$ cat src/rtl/ccu_pkg.sv
// Shared definitions for the CCU sequencer: opcodes, FSM states, field positions.
// Latency: n/a (definitions only).
// Backpressure: n/a.
package ccu_pkg;

  localparam int INSTR_W = 24;

  // Instruction field positions: [23:20] op, [19:16] A, [15:12] B, [11:8] R, [7:0] imm
  localparam int OP_MSB  = 23;
  localparam int OP_LSB  = 20;
  localparam int A_MSB   = 19;
  localparam int A_LSB   = 16;
  localparam int B_MSB   = 15;
  localparam int B_LSB   = 12;
  localparam int R_MSB   = 11;
  localparam int R_LSB   = 8;
  localparam int IMM_MSB = 7;
  localparam int IMM_LSB = 0;

  // Opcodes 0-7 are ALU ops passed straight to the datapath; 13-15 are NOPs
  localparam logic [3:0] OP_LDI  = 4'd8;
  localparam logic [3:0] OP_OUT  = 4'd9;
  localparam logic [3:0] OP_JMP  = 4'd10;
  localparam logic [3:0] OP_BRZ  = 4'd11;
  localparam logic [3:0] OP_HALT = 4'd12;

  // Idle value of the opcode bus: not a load-immediate
  localparam logic [3:0] N_IDLE = 4'hF;

  typedef enum logic [2:0] {
    IDLE,
    FETCH,
    EXEC,
    SETTLE,
    HALT
  } state_t;

  typedef enum logic [2:0] {
    CL_ALU,
    CL_LDI,
    CL_OUT,
    CL_JMP,
    CL_BRZ,
    CL_HALT,
    CL_NOP
  } op_class_t;

endpackage

$ cat src/rtl/ccu_decode.sv
// Combinational instruction decoder: splits a program word into class and fields.
// Latency: 0 cycles (pure combinational).
// Backpressure: none.
// Ports: i_instr program word in; o_class op class, o_op/o_a/o_b/o_r/o_imm raw fields out.
module ccu_decode
  import ccu_pkg::*;
(
  input  logic [INSTR_W-1:0] i_instr,
  output op_class_t          o_class,
  output logic [3:0]         o_op,
  output logic [3:0]         o_a,
  output logic [3:0]         o_b,
  output logic [3:0]         o_r,
  output logic [7:0]         o_imm
);

  assign o_op  = i_instr[OP_MSB:OP_LSB];
  assign o_a   = i_instr[A_MSB:A_LSB];
  assign o_b   = i_instr[B_MSB:B_LSB];
  assign o_r   = i_instr[R_MSB:R_LSB];
  assign o_imm = i_instr[IMM_MSB:IMM_LSB];

  always_comb begin
    o_class = CL_NOP;
    if (o_op < OP_LDI) begin
      o_class = CL_ALU;
    end else begin
      case (o_op)
        OP_LDI:  o_class = CL_LDI;
        OP_OUT:  o_class = CL_OUT;
        OP_JMP:  o_class = CL_JMP;
        OP_BRZ:  o_class = CL_BRZ;
        OP_HALT: o_class = CL_HALT;
        default: o_class = CL_NOP;
      endcase
    end
  end

endmodule

$ cat src/rtl/ccu_sequencer.sv
// Microcoded datapath sequencer: fetches 24-bit words and drives datapath control.
// Latency: 3 cycles per ALU/LDI/OUT/NOP (FETCH, EXEC, SETTLE), 2 per JMP/BRZ; done 1 cycle after HALT exec.
// Backpressure: none; start is ignored unless idle.
// Ports: clk/rst_n; start/busy/done control; pc_addr -> program memory, instr <- memory (1-cycle read);
//        abus/bbus/rbus/n/mdata/out_enable -> datapath; cc <- datapath flags {N,Z,V,C}.
module ccu_sequencer
  import ccu_pkg::*;
#(
  parameter int PC_W = 8
) (
  input  logic                clk,
  input  logic                rst_n,
  input  logic                start,
  output logic                busy,
  output logic                done,
  output logic [PC_W-1:0]     pc_addr,
  input  logic [INSTR_W-1:0]  instr,
  output logic [3:0]          abus,
  output logic [3:0]          bbus,
  output logic [3:0]          rbus,
  output logic [3:0]          n,
  output logic [7:0]          mdata,
  output logic                out_enable,
  input  logic [3:0]          cc
);

  state_t          r_state;
  logic [PC_W-1:0] r_pc;
  logic            r_z_flag;
  logic            r_z_upd;   // current op is allowed to refresh z_flag in SETTLE
  logic            r_busy;
  logic            r_done;
  logic            r_out_en;
  logic [3:0]      r_abus;
  logic [3:0]      r_bbus;
  logic [3:0]      r_rbus;
  logic [3:0]      r_n;
  logic [7:0]      r_mdata;

  op_class_t       w_class;
  logic [3:0]      w_op;
  logic [3:0]      w_a;
  logic [3:0]      w_b;
  logic [3:0]      w_r;
  logic [7:0]      w_imm;
  logic [PC_W-1:0] w_target;
  logic [PC_W-1:0] w_pc_inc;
  logic            w_unused_cc;

  ccu_decode u_decode (
    .i_instr (instr),
    .o_class (w_class),
    .o_op    (w_op),
    .o_a     (w_a),
    .o_b     (w_b),
    .o_r     (w_r),
    .o_imm   (w_imm)
  );

  // Branch target is the immediate resized to the pc width
  assign w_target = PC_W'(w_imm);
  // Natural wrap at 2^PC_W
  assign w_pc_inc = r_pc + PC_W'(1);
  // Only Z participates in branching
  assign w_unused_cc = ^{cc[3], cc[1:0]};

  always_ff @(posedge clk or negedge rst_n) begin
    if (!rst_n) begin
      r_state  <= IDLE;
      r_pc     <= '0;
      r_z_flag <= 1'b0;
      r_z_upd  <= 1'b0;
      r_busy   <= 1'b0;
      r_done   <= 1'b0;
      r_out_en <= 1'b0;
      r_abus   <= 4'h0;
      r_bbus   <= 4'h0;
      r_rbus   <= 4'h0;
      r_n      <= N_IDLE;
      r_mdata  <= 8'h00;
    end else begin
      r_done <= 1'b0;
      case (r_state)
        IDLE: begin
          if (start) begin
            r_pc    <= '0;
            r_busy  <= 1'b1;
            r_state <= FETCH;
          end
        end
        FETCH: begin
          // pc_addr already presents r_pc; the word arrives next cycle
          r_state <= EXEC;
        end
        EXEC: begin
          r_z_upd <= 1'b0;
          r_state <= SETTLE;
          case (w_class)
            CL_ALU: begin
              r_abus  <= w_a;
              r_bbus  <= w_b;
              r_rbus  <= w_r;
              r_n     <= w_op;
              r_z_upd <= 1'b1;
            end
            CL_LDI: begin
              r_n     <= OP_LDI;
              r_rbus  <= w_r;
              r_mdata <= w_imm;
              r_z_upd <= 1'b1;
            end
            CL_OUT: r_out_en <= ~r_out_en;
            CL_JMP: begin
              r_pc    <= w_target;
              r_state <= FETCH;
            end
            CL_BRZ: begin
              r_pc    <= r_z_flag ? w_target : w_pc_inc;
              r_state <= FETCH;
            end
            CL_HALT: begin
              // done is visible for exactly the one cycle spent in HALT
              r_done  <= 1'b1;
              r_busy  <= 1'b0;
              r_state <= HALT;
            end
            default: ;
          endcase
        end
        SETTLE: begin
          if (r_z_upd) begin
            r_z_flag <= cc[2];
          end
          r_pc    <= w_pc_inc;
          r_state <= FETCH;
        end
        HALT: begin
          // start arriving alongside done is dropped here on purpose
          r_state <= IDLE;
        end
        default: r_state <= IDLE;
      endcase
    end
  end

  assign busy       = r_busy;
  assign done       = r_done;
  assign pc_addr    = r_pc;
  assign abus       = r_abus;
  assign bbus       = r_bbus;
  assign rbus       = r_rbus;
  assign n          = r_n;
  assign mdata      = r_mdata;
  assign out_enable = r_out_en;

endmodule

$ cat config.mk
export PLATFORM = sky130hd
export DESIGN_NAME = ccu_sequencer
export DESIGN_NICKNAME = d
export VERILOG_FILES = /design/src/rtl/ccu_pkg.sv /design/src/rtl/ccu_decode.sv /design/src/rtl/ccu_sequencer.sv
export SDC_FILE = /design/constraint.sdc
export NUM_CORES = 1
export LEC_CHECK = 0
export ABC_CLOCK_PERIOD_IN_PS = 2000
export CAP_MARGIN = 40
export CORE_ASPECT_RATIO = 1.25
export CORE_UTILIZATION = 62
export DETAILED_ROUTE_END_ITERATION = 6
export DONT_BUFFER_PORTS = 1
export PLACE_DENSITY = 0.78
export SLEW_MARGIN = 25
export SYNTH_ARGS = -nofsm -noshare
export SYNTH_HDL_FRONTEND = slang
export SYNTH_HIERARCHICAL = 1
export SYNTH_SLANG_ARGS = --single-unit
$ cat constraint.sdc
create_clock -name clk -period 2 [get_ports clk]
set_input_delay 0.2 -clock clk [delete_from_list [all_inputs] [get_ports clk]]
set_output_delay 0.2 -clock clk [all_outputs]
set_load 0.01 [all_outputs]
### After elaboration in Yosys (flattened, before gate mapping)

Cells that the tools add are included.

* flip-flop bits (word level): 40
* output and inout port bits: 35
* input port bits: 31
* logic and storage cells: 62

* multiplexer cells: 16
* magnitude comparators: 1
* add/subtract/negate cells: 1
* reduce and logical (&&, ||, !) cells: 15
* equality and inequality tests: 16
* bitwise gates (word level): 1

Operators with widths (count)
* $pmux 8 s3: 1
* $eq 4x4->1 const B: 5
* $mux 8: 2
* $pmux 8 s2: 1
* $pmux 3 s5: 1
* $eq 3x2->1 const B: 4
* $pmux 3 s4: 1
* $reduce_and 2->1: 6
* $add 8x1->8 const B: 1
* $pmux 4 s2: 1
* $eq 3x1->1 const B: 2
* $eq 3x3->1 const B: 2
* $logic_not 3->1: 2
* $mux 3: 2
* $pmux 3 s2: 1
* $reduce_and 3->1: 2
* $mux 1: 5
* $lt 4x4->1 const B: 1
* $reduce_bool 2->1: 2
* $reduce_or 2->1: 2
* $ne 3x1->1 const B: 1
* $reduce_bool 3->1: 1
* $ne 2x1->1 const B: 1
* $ne 2x2->1 const B: 1
* other kinds (2): 2

### Logic depth before layout (Yosys ltp)

Gate-level depths: netlist (run 1).

* depth in word-level cells: 7
* depth in mapped cells: 8
* depth with buffers taken out: 6

### By module

The synthesis (run 1) kept the hierarchy.

By module, submodules not included
* ccu_sequencer: cells each 181, area each 1958.1 um2, seq. area each 1006.0 um2, instances 1
* ccu_decode: cells each 31, area each 215.2 um2, seq. area each 0.0 um2, instances 1

### Worst setup path after synthesis (run 1)

No wires, ideal clock.

* path kind: input-to-reg
* start point: input port instr[23]
* end point: register r_pc[4] (netlist: pc_addr[4])
* slack: 195 ps
* library setup time: 132 ps
* path buffers: 1
* data required time: 1868 ps
* arrival: 1672 ps
* stages: 7
* cells stage by stage: inv_1 -> a211oi_1 -> nor4bb_1 -> nor4_2 -> or2_2 -> clkbuf_1 -> o22ai_1

* word-level cells in the longest chain between the ends: 6
* elaborated cells on any way between the ends: 14
* classes of those cells: order compare (1); eq/ne (8); mux (4); reduce/logical (1)

RTL lines
* start: declaration: RTL line ccu_sequencer.sv:17 `input logic [INSTR_W-1:0] instr,`
* $eq 4x4->1: RTL line ccu_decode.sv:28 `case (o_op)`
* $pmux 3 s5: RTL line ccu_decode.sv:28
* $mux 3 (*): RTL line ccu_decode.sv:25 `if (o_op < OP_LDI) begin`
* via w_class[0]: RTL line ccu_sequencer.sv:40 `op_class_t w_class;`
* $eq 3x3->1 or $eq 3x2->1 (tied branches): RTL line ccu_sequencer.sv:98 `case (w_class)`
* $pmux 8 s2 or $ne 3x1->1 (tied branches)
* $pmux 8 s3 or $reduce_and 3->1 (tied branches)
* end signal: assignment: RTL line ccu_sequencer.sv:114 `r_pc <= w_target;`
* end signal: assignment: RTL line ccu_sequencer.sv:118 `r_pc <= r_z_flag ? w_target : w_pc_inc;`
* end signal: assignment: RTL line ccu_sequencer.sv:134 `r_pc <= w_pc_inc;`
* end: declaration: RTL line ccu_sequencer.sv:28 `logic [PC_W-1:0] r_pc;`

The timed path passes the listed nets; every way through them passes the cells marked *.
A chain may end at the register's enable or synchronous reset.

### Final worst setup path (run 1)

* start point: register r_state[0]
* end point: register r_mdata[5] (netlist: mdata[5])

* word-level cells in the longest chain between the ends: 2

RTL lines
* start: declaration: RTL line ccu_sequencer.sv:27 `state_t r_state;`
* start signal: assignment: RTL line ccu_sequencer.sv:69 `r_state <= IDLE;`
* start signal: assignment: RTL line ccu_sequencer.sv:88 `r_state <= FETCH;`
* start signal: assignment: RTL line ccu_sequencer.sv:93 `r_state <= EXEC;`
* $eq 3x2->1: RTL line ccu_sequencer.sv:83 `case (r_state)`
* $reduce_and 2->1 (no source line)
* end signal: assignment: RTL line ccu_sequencer.sv:109 `r_mdata <= w_imm;`
* end: declaration: RTL line ccu_sequencer.sv:38 `logic [7:0] r_mdata;`

No other way between the ends.

==> summary.txt, run 1 <==
Outcome
  • Outcome: finished, final reports clean

Critical path
  • Crit-path max cell delay: approximately 0.56 ns
  • CP Capture Type: flip-flop
  • Worst endpoint required time: 2.18 ns
  • CP cell instances: or3b_1 > nor3_4 > nand2_2 > mux2_2
  • R2r endpoint: mdata[5]
  • Crit path buf inv count: 0
  • Largest delay share family, worst path: simple AND/OR/NAND/NOR gates
  • Internal reg-to-reg setup slack: ~0.16 ns
  • Origin of the worst setup path: r_state[0]
  • CP Max Fanout: 8
  • Critical path class: flip-flop to flip-flop
  • CP arrival: 2.02 ns
  • Worst R2R Start: r_state[0]
  • R2R depth: 4
  • Worst path slowest cell: or3b_1
  • Critical Path Start Type: flip-flop

Clock network
  • CTS Buffer Depth: 2
  • Clk sinks: 40
  • Htree depth: 2
  • CTS Root Buffer Type: clkbuf_8
  • Clk slew on worst S/H paths: ~0.070 ns
  • Clock buffer count from CTS: 5
  • CTS tree: yes
  • Post CTS Setup Buffer Count: 0
  • Hold_buf cts: 2
  • Clock Latency Late Sink: 0.29 ns
  • Cts repair resizes: 0

Yosys
  • Syn Inst Count: 212
  • Share of the synthesized area in the top cell type: 0.4145
  • Post-Syn Area: 2173 µm²
  • FFs w/ async S/R, synth: 1.000
  • Most frequent cells after synthesis: dfrtp_1 (36), buf_4 (24), nand2_1 (22)
  • Register area share after synthesis: 0.4629
  • Netlist cell types: 50
  • Synthesis Warnings: 6
  • Yosys reg bits: 40
  • Yosys top cell by area: dfrtp_1
  • Syn_area_per_cell: between 10 and 15 µm²
  • Ys flop type: dfrtp_1
  • Top-count cell post-synth: dfrtp_1
  • Post-synth EDFFs: 0
  • Ranking of synthesized cells by area: dfrtp_1 (41%), mux2_2 (8.8%), buf_4 (8.3%), dfstp_2 (4.8%), nand2_1 (3.8%)
  • Net Count, Synth: 244

Min path
  • Hold path endpoint: rbus[1]
  • Hold WC Path Type: input port to flip-flop
  • Hold_sp: instr[9]
  • Hold Crit Depth: 2

Floorplan
  • Core area: 3281 µm²
  • Die X: 54.96 µm
  • Io pins: 66
  • Row count: 23
  • Starting Density: 0.6625
  • Die footprint: approximately 3700 µm²
  • Die Y: between 60 and 70 µm

Power and ir drop
  • PD cells: around 1500 nW/µm²
  • VDD IR-drop max: between 0.001 and 0.0015 V
  • Total power: 3.170 mW
  • Leak: 0.9225 nW

STA
  • Worst hold slack: around 0.017 ns
  • Least-Margin Pin Slew: 0.6404 ns
  • Final Hold Vio Count: 0
  • Skew final: roughly 0.0024 ns
  • Minimum clock period: 1.838 ns
  • Sum Neg Setup Slack: 0 ns
  • Final Max Slew Viols: 0
  • Slew margin rel.: 0.5711
  • Final setup fails: 0
  • Setup slack after layout: 0.1616 ns
  • Fin crit share: 0.9192
  • Max Clock Freq: approximately 540 MHz
  • RSZ-0062 raised after global routing: no

Global route
  • Global-route wire length before repair: 6686 µm
  • GR Overflow Total: 0
  • Initial antenna violation count: 0
  • Vias in the first global route: roughly 1500
  • Tot GR Track Use: 0.2562
  • Largest net degree at the start of global routing: slightly above 40

Routing
  • DR vias/cell: 6.321
  • Final ANT Viol Nets: 0
  • WL final: 4118 µm
  • DRT Pass-1 Iters: 4
  • Drt wl/cell: between 15 and 20 µm
  • DR DRC count: 0
  • DRT iter0 DRCs: 20
  • Number of vias in the routed layout: roughly 1500

Final layout
  • Layout cells sized above 1: 0.2284
  • Area Growth Syn to Fin: -0.1152%
  • Final net count: 228
  • Antenna diodes: 0

Placement
  • Pre-CTS setup slack: 0.1671 ns
  • # port buffers: 0
  • Final HPWL DP: 3031 µm
  • RD Place Congestion: approximately 0.81

Run
  • Max-cap violations: 0
-- power breakdown --
part / internal, mW / total, mW / switching, mW
Clock: 0.280 / 0.541 / 0.261
Combinational: 0.491 / 1.04 / 0.554
Sequential: 1.18 / 1.58 / 0.405
Total: 1.95 / 3.17 / 1.22
-- flip-flops by register name, summed over array words and instances, names as in the netlist --
| name | flops |
|---|---|
| abus | 4 |
| bbus | 4 |
| busy | 1 |
| done | 1 |
| mdata | 8 |
| n | 4 |
| out_enable | 1 |
| pc_addr | 8 |
| r_state | 3 |
| r_z_flag | 1 |
| r_z_upd | 1 |
| rbus | 4 |
-- worst max-delay path by stage --
stage	endpoint	slack [ns]	cells after the start
2_1_floorplan	pc_addr[4]	0.20	7
3_3_place_gp	pc_addr[7]	0.20	6
3_5_place_dp	mdata[7]	0.17	4
4_1_cts	mdata[7]	0.16	4
5_1_grt	mdata[0]	0.07	4
6_report	mdata[5]	0.16	4
-- cells by family (layout without fill, tap and decap cells) --
group | Yosys count | count (layout) | share of synthesized area
AND/OR/NAND/NOR | 67 | 67 | 0.1814
AO/OA/AOI/OAI | 43 | 43 | 0.1284
buffers and inverters | 41 | 26 | 0.1209
flip-flops | 40 | 40 | 0.4629
multiplexers | 18 | 18 | 0.09269
XOR/XNOR | 2 | 2 | 0.008061
adder cells (fa/ha/maj) | 1 | 1 | 0.005756
-- worst reg2reg max path, delay by kind of cell, from the launching register on --
| kind | cells | cell delay (ns) |
|---|---|---|
| AND/OR/NAND/NOR | 3 | 1.04 |
| multiplexers | 1 | 0.32 |
| flip-flops | 1 | 0.38 |
-- final cells by class --
type / instances / area (µm²)
fillers: 264 / 1110
flip-flops and latches: 40 / 1006
multi-input cells: 131 / 904.6
repair buffers: 10 / 90.09
clock buffers: 7 / 86.33
well taps: 37 / 46.29
inverters: 8 / 30.03
clock inverters: 1 / 7.507
-- per-layer routing --
layer  vias to the layer above  GRT usage  wire length, µm
met5                         -          0                0
met4                         0    0.09375               57
met3                         5    0.09111              311
met2                        57     0.4383             2103
met1                       722     0.2855             1647
li1                        695          -                -
-- cells in the final DEF (no fill, tap or decap), drive strengths merged, types with 2 or more instances in the layout --
cell	Yosys	final
a211oi	5	5
a21oi	4	4
a22oi	2	2
a31oi	3	3
a32oi	3	3
and2	2	2
and4	2	2
buf	30	9
clkbuf	3	7
dfrtp	36	36
dfstp	4	4
inv	8	8
mux2	17	17
nand2	23	23
nand2b	5	5
nand3	3	3
nand3b	3	3
nor2	11	11
nor3	4	4
nor4	2	2
o21a	3	3
o21ai	13	13
o22ai	4	4
o31ai	3	3
-- through the flow --
stage / cell area, µm² / utilization / std cells
final: 2171 / 0.6617 / 234
after CTS: 2171 / 0.6617 / 234
after global placement: 2047 / 0.6240 / 224
after global routing: 2171 / 0.6617 / 234
after floorplan: 2173 / - / 212
after detailed placement: 2047 / 0.6240 / 224
(Power assumes the default switching activity.)
==> inputs of run 2 (changes only) <==
--- a/config.mk
+++ b/config.mk
@@ -9,6 +9,7 @@
 export CAP_MARGIN = 40
 export CORE_ASPECT_RATIO = 1.25
 export CORE_UTILIZATION = 62
+export CTS_CLUSTER_SIZE = 20
 export DETAILED_ROUTE_END_ITERATION = 6
 export DONT_BUFFER_PORTS = 1
 export PLACE_DENSITY = 0.78
==> results of run 2 <==
Final layout, timing and power as in run 1 (identical DEF).
